### src/rtl/vera_seq_pkg.sv
// vera_seq_pkg: shared op codes, state encoding and width helpers for the VERA bus sequencer
package vera_seq_pkg;
  localparam logic [1:0] OP_WRITE = 2'b00;
  localparam logic [1:0] OP_WAIT_VB = 2'b01;
  localparam logic [1:0] OP_JUMP = 2'b10;
  localparam logic [1:0] OP_END = 2'b11;
  localparam logic [2:0] ST_IDLE = 3'd0;
  localparam logic [2:0] ST_FETCH = 3'd1;
  localparam logic [2:0] ST_DECODE = 3'd2;
  localparam logic [2:0] ST_SETUP = 3'd3;
  localparam logic [2:0] ST_STROBE = 3'd4;
  localparam logic [2:0] ST_HOLD = 3'd5;
  localparam logic [2:0] ST_WAITVB = 3'd6;
  typedef enum logic [2:0] {
    IDLE = ST_IDLE,
    FETCH = ST_FETCH,
    DECODE = ST_DECODE,
    SETUP = ST_SETUP,
    STROBE = ST_STROBE,
    HOLD = ST_HOLD,
    WAITVB = ST_WAITVB
  } state_t;
  function automatic int clog2(input int v);
    int r;
    r = 0;
    while ((1 << r) < v) r++;
    return r;
  endfunction
  function automatic int max3(input int x, input int y, input int z);
    int m;
    m = (x > y) ? x : y;
    return (m > z) ? m : z;
  endfunction
endpackage

### src/rtl/vera_ce_gen.sv
// vera_ce_gen: pixel clock enable, constant under scandouble, else one pulse per CE_DIV clocks
module vera_ce_gen
  import vera_seq_pkg::*;
#(
  parameter int CE_DIV = 2
) (
  input  logic clk,
  input  logic reset,
  input  logic scandouble,
  output logic ce_pix
);
  localparam int CW = (CE_DIV > 1) ? clog2(CE_DIV) : 1;
  localparam logic [CW-1:0] LAST = CW'(CE_DIV - 1);
  logic [CW-1:0] cnt, cnt_n;
  assign cnt_n = (cnt == LAST) ? '0 : cnt + 1'b1;
  always_ff @(posedge clk or posedge reset) begin
    if (reset) begin
      cnt <= '0;
      ce_pix <= 1'b0;
    end else begin
      cnt <= cnt_n;
      ce_pix <= scandouble || (cnt_n == LAST);
    end
  end
endmodule

### src/rtl/vera_bus_sequencer.sv
// vera_bus_sequencer: plays a ROM script of register writes onto the VERA external bus
module vera_bus_sequencer
  import vera_seq_pkg::*;
#(
  parameter int ADDR_W = 5,
  parameter int DATA_W = 8,
  parameter int DEPTH = 256,
  parameter int SETUP_CYC = 1,
  parameter int STROBE_CYC = 2,
  parameter int HOLD_CYC = 1,
  parameter int CE_DIV = 2
) (
  input  logic                         clk,
  input  logic                         reset,
  input  logic                         scandouble,
  input  logic                         start,
  input  logic                         vblank,
  output logic [clog2(DEPTH)-1:0]      rom_addr,
  input  logic [2+ADDR_W+DATA_W-1:0]   rom_data,
  output logic                         ce_pix,
  output logic                         extbus_cs_n,
  output logic                         extbus_rd_n,
  output logic                         extbus_wr_n,
  output logic [ADDR_W-1:0]            extbus_a,
  output logic [DATA_W-1:0]            extbus_d_out,
  output logic                         extbus_d_oe,
  output logic                         busy,
  output logic                         done
);
  localparam int PC_W = clog2(DEPTH);
  localparam int TW = clog2(max3(SETUP_CYC, STROBE_CYC, HOLD_CYC) + 1);
  state_t state, state_n;
  logic [PC_W-1:0] pc, pc_n, pc_inc, tgt;
  logic [TW-1:0] tmr, tmr_n;
  logic [1:0] op;
  logic [ADDR_W-1:0] r_a, a_n;
  logic [DATA_W-1:0] r_d, d_n;
  logic cs_n_n, wr_n_n, d_oe_n, busy_n, done_n, vblank_q;
  assign {op, r_a, r_d} = rom_data;
  assign tgt = PC_W'(r_d);
  assign pc_inc = (pc == PC_W'(DEPTH - 1)) ? '0 : pc + 1'b1;
  // ROM address tracks pc, so the FETCH cycle covers the ROM's one-clock latency
  assign rom_addr = pc;
  assign extbus_rd_n = 1'b1;
  vera_ce_gen #(.CE_DIV(CE_DIV)) u_ce (
    .clk(clk),
    .reset(reset),
    .scandouble(scandouble),
    .ce_pix(ce_pix)
  );
  always_ff @(posedge clk or posedge reset) begin
    if (reset) begin
      state <= IDLE;
      pc <= '0;
      tmr <= '0;
      extbus_cs_n <= 1'b1;
      extbus_wr_n <= 1'b1;
      extbus_a <= '0;
      extbus_d_out <= '0;
      extbus_d_oe <= 1'b0;
      busy <= 1'b0;
      done <= 1'b0;
      vblank_q <= 1'b0;
    end else begin
      state <= state_n;
      pc <= pc_n;
      tmr <= tmr_n;
      extbus_cs_n <= cs_n_n;
      extbus_wr_n <= wr_n_n;
      extbus_a <= a_n;
      extbus_d_out <= d_n;
      extbus_d_oe <= d_oe_n;
      busy <= busy_n;
      done <= done_n;
      vblank_q <= vblank;
    end
  end
  always_comb begin
    state_n = state;
    pc_n = pc;
    tmr_n = tmr;
    cs_n_n = extbus_cs_n;
    wr_n_n = extbus_wr_n;
    a_n = extbus_a;
    d_n = extbus_d_out;
    d_oe_n = extbus_d_oe;
    busy_n = busy;
    done_n = 1'b0;
    case (state)
      IDLE: if (start) begin
        pc_n = '0;
        busy_n = 1'b1;
        state_n = FETCH;
      end
      FETCH: state_n = DECODE;
      DECODE: case (op)
        OP_WRITE: begin
          a_n = r_a;
          d_n = r_d;
          cs_n_n = 1'b0;
          d_oe_n = 1'b1;
          tmr_n = TW'(SETUP_CYC - 1);
          state_n = SETUP;
        end
        OP_WAIT_VB: state_n = WAITVB;
        OP_JUMP: begin
          pc_n = tgt;
          state_n = FETCH;
        end
        default: begin
          busy_n = 1'b0;
          done_n = 1'b1;
          state_n = IDLE;
        end
      endcase
      SETUP: if (tmr == '0) begin
        wr_n_n = 1'b0;
        tmr_n = TW'(STROBE_CYC - 1);
        state_n = STROBE;
      end else tmr_n = tmr - 1'b1;
      STROBE: if (tmr == '0) begin
        wr_n_n = 1'b1;
        tmr_n = TW'(HOLD_CYC - 1);
        state_n = HOLD;
      end else tmr_n = tmr - 1'b1;
      HOLD: if (tmr == '0) begin
        cs_n_n = 1'b1;
        d_oe_n = 1'b0;
        pc_n = pc_inc;
        state_n = FETCH;
      end else tmr_n = tmr - 1'b1;
      WAITVB: if (vblank && !vblank_q) begin
        pc_n = pc_inc;
        state_n = FETCH;
      end
      default: state_n = IDLE;
    endcase
  end
endmodule

### config.mk
export PLATFORM = sky130hd
export DESIGN_NAME = vera_bus_sequencer
export DESIGN_NICKNAME = d
export VERILOG_FILES = /design/src/rtl/vera_seq_pkg.sv /design/src/rtl/vera_ce_gen.sv /design/src/rtl/vera_bus_sequencer.sv
export SDC_FILE = /design/constraint.sdc
export NUM_CORES = 1
export LEC_CHECK = 0
export CORE_MARGIN = 2
export CORE_UTILIZATION = 40
export DETAILED_ROUTE_END_ITERATION = 8
export GPL_TIMING_DRIVEN = 1
export PLACE_DENSITY = 0.68
export SYNTH_ARGS = -nofsm -noshare
export SYNTH_HDL_FRONTEND = slang
export SYNTH_SLANG_ARGS = --single-unit
export TNS_END_PERCENT = 50
### constraint.sdc
create_clock -name clk -period 2.1 [get_ports clk]
set_input_delay 0.42 -clock clk [delete_from_list [all_inputs] [get_ports clk]]
set_output_delay 0.42 -clock clk [all_outputs]
set_load 0.1 [all_outputs]
==> summary.txt <==
Worst hold path
  • Startpoint of the lowest-slack hold path: u_ce.cnt
  • Worst min-delay path class: reg2reg

Detailed routing
  • DR iter-0 viols: 119
  • DRC violations left: 0
  • Topmost layer with routed signal wires: met4
  • Average detailed-routed wire length per instance: 14.3 um
  • Routed Wire Length: 3870 um
  • M1 WL: 1640 um
  • Length of the first detailed-routing pass in iterations: 6
  • Met3 layer wire length in the routed design: 200 um
  • Antenna viol nets, final: 0
  • DR vias: 1438
  • Met2 wirelength from detailed routing: 1980 um
  • Vias per Instance: 5.31

Synth
  • Mapped Avg Cell Area: 10.2 um2
  • Most used DFF post-synth: sky130_fd_sc_hd__dfrtp_1
  • Synth warn: 0
  • Ranking of synthesized cells by area: sky130_fd_sc_hd__dfrtp_1, sky130_fd_sc_hd__mux2_2, sky130_fd_sc_hd__o21ai_0
  • Post-synth design cell area: 1700 um2
  • Synthesized instance count: 166
  • Fraction of registers with async set/reset: 100%
  • Nets in the synthesized netlist: 190
  • Leading cell type by number of instances after synthesis: sky130_fd_sc_hd__dfrtp_1
  • Top cells by instance count after synthesis: sky130_fd_sc_hd__dfrtp_1, sky130_fd_sc_hd__o21ai_0, sky130_fd_sc_hd__a21oi_1, sky130_fd_sc_hd__mux2_2
  • Post-synth EDFFs: 0
  • Count of state elements after synthesis: 34
  • Biggest area consumer among synthesized cells: sky130_fd_sc_hd__dfrtp_1
  • Register area share after synthesis: 50.3%
  • Top-area cell type share of the netlist area: 47.2%
  • Post-synthesis cell type count: 38

Timing
  • Unrepaired setup endpoints after global routing: no
  • Hold violation total from the final report: 0
  • Final period demand of the worst path: 1.85 ns
  • Setup violation total in the final timing report: 0
  • Fmax achieved: 0.541 GHz
  • Number of slew-limit violations in the final report: 0
  • Portion of the clock cycle consumed by the worst path in the final layout: 88.1%
  • Setup clock skew after layout: 0.00715 ns
  • Actual slew at the worst max-slew pin: 0.589 ns
  • Worst relative slew slack: 60.8%

Global route
  • Total global routing overflow: 0
  • Number of antenna violations at the first check in global routing: 0
  • Maximum number of pins on one net before global-route repair: 22
  • Wire length of the first global-routing pass: 6720 um
  • Vias in the first global route: 1475
  • GR Util All Layers: 17.5%

Placed design
  • Final HPWL from detailed placement: 2930 um
  • Final Wtd Congestion: 0.859
  • Count of buffers from port buffering: 46

CTS
  • TritonCTS clock tree: built
  • H-tree Lvls: 2
  • Maximum root-to-sink buffer count: 2
  • Number of buffers inserted during clock tree synthesis: 5
  • Clock root buffer master: sky130_fd_sc_hd__clkbuf_8
  • Sink count of the clock tree: 34
  • Cells resized by post-CTS repair: 0
  • Clock transition at path regs: 0.07 ns
  • Post-CTS Repair Setup Buffers: 0
  • Latest clock arrival within the worst-skew pair: 0.28 ns
  • Number of hold buffers added after CTS: 0

Floorplan
  • I/O pin total: 48
  • Core area: 4030 um2
  • Overall die area: 4780 um2
  • Initial Utilization: 42.1%
  • Horizontal die dimension: 69.1 um
  • Placement row count: 23
  • Vert. Die Dim: 69.1 um

Critical path
  • Req. time, crit path: 2.27 ns
  • Origin of the critical flop-to-flop path: state[1]
  • Worst setup path startpoint: state[1]
  • Arrival time of data at the critical path endpoint: 2.02 ns
  • Element type at the critical path end: flop
  • Setup CP Type: reg2reg
  • Crit start category: flop
  • Highest net fanout along the worst path: 14
  • R2r setup slk: 0.25 ns

Final layout
  • Nets@finish: 244
  • Ant. Diodes: 0
  • Sequential cell area in the final layout: 856 um2
  • Utilization after layout: 57.5%
  • Area taken by multi-input logic gates: 759 um2
  • Fillers: 364
  • Signed area change from the synthesized netlist to the final layout: 36.7%
  • Share of layout cells above drive strength 1: 28.5%

Outcome
  • Run status: complete, no violations

Job
  • Count of maximum capacitance violations: 0
layout by cell type, fill, tap and decap left out, drive strengths merged, types with 2 or more instances in the layout:
| cell | n |
|---|---|
| a21o | 2 |
| a21oi | 14 |
| buf | 35 |
| clkbuf | 7 |
| clkdlybuf4s50 | 19 |
| dfrtp | 32 |
| dfstp | 2 |
| ha | 4 |
| inv | 9 |
| mux2 | 14 |
| nand2 | 12 |
| nand2b | 3 |
| nand3 | 7 |
| nor2 | 12 |
| nor2b | 3 |
| nor3 | 5 |
| nor4 | 3 |
| o21ai | 19 |
| o31ai | 2 |
layout make-up:
| cell class | instances | area share, % |
|---|---|---|
| flip-flops and latches | 34 | 36.9 |
| multi-input cells | 116 | 32.8 |
| repair buffers | 54 | 21.2 |
| clock buffers | 7 | 3.72 |
| well taps | 50 | 2.70 |
| inverters | 9 | 1.46 |
| clock inverters | 1 | 1.30 |
state kept, by name, summed over array words and instances (netlist names):
register	count
extbus_d_out	8
rom_addr	8
extbus_a	5
state	3
tmr	2
busy	1
done	1
extbus_cs_n	1
extbus_d_oe	1
extbus_wr_n	1
u_ce.ce_pix	1
u_ce.cnt	1
vblank_q	1
worst max-delay path, cell delays in order (launching register included):
cell and delay, ns:
sky130_fd_sc_hd__dfrtp_1 0.51, sky130_fd_sc_hd__nor3_1 0.22, sky130_fd_sc_hd__a31oi_1 0.09, sky130_fd_sc_hd__o2111ai_2 0.53, sky130_fd_sc_hd__mux2_2 0.40
cells by family (layout without fill, tap and decap cells):
family | Yosys count | count (layout) | share of synthesized area (%)
buf+inv | 16 | 71 | 4.94
flops | 34 | 34 | 50.3
fa+ha+maj | 4 | 4 | 2.95
xor+xnor | 1 | 1 | 0.516
compound gates | 47 | 47 | 16.6
simple gates | 49 | 49 | 15.2
mux | 14 | 14 | 9.29
other cells | 1 | 1 | 0.221
path summary, 6_finish.rpt:
path,endpoint,depth (start not counted)
worst max-delay path,rom_addr[7],4
worst min-delay path,u_ce.cnt,1
worst max register to register,rom_addr[7],4
worst min register to register,u_ce.cnt,1
max in group asynchronous,rom_addr[0],3
min in group asynchronous,u_ce.cnt,3
stage by stage:
step / worst slack [ns] / hold WS (ns) / area [um2] / setup TNS, ns / instances
2_1_floorplan: 0.0197 / 0.395 / 1700 / 0 / 166
3_3_place_gp: 0.0380 / 0.407 / 2200 / 0 / 263
3_5_place_dp: -0.0249 / 0.417 / 2200 / -0.0573 / 263
4_1_cts: 0.243 / 0.428 / 2320 / 0 / 271
5_1_grt: 0.0387 / 0.452 / 2320 / 0 / 271
6_report: 0.250 / 0.431 / 2320 / 0 / 271
per-layer routing:
layer,global-route usage [%],vias up
met5,0,-
met2,30.0,52
met1,21.0,686
met4,6.54,0
li1,-,695
met3,4.53,5
Power is left out: the tool's default activity adds up to more than one toggle a clock period on the data nets, which glitch-free logic cannot reach.
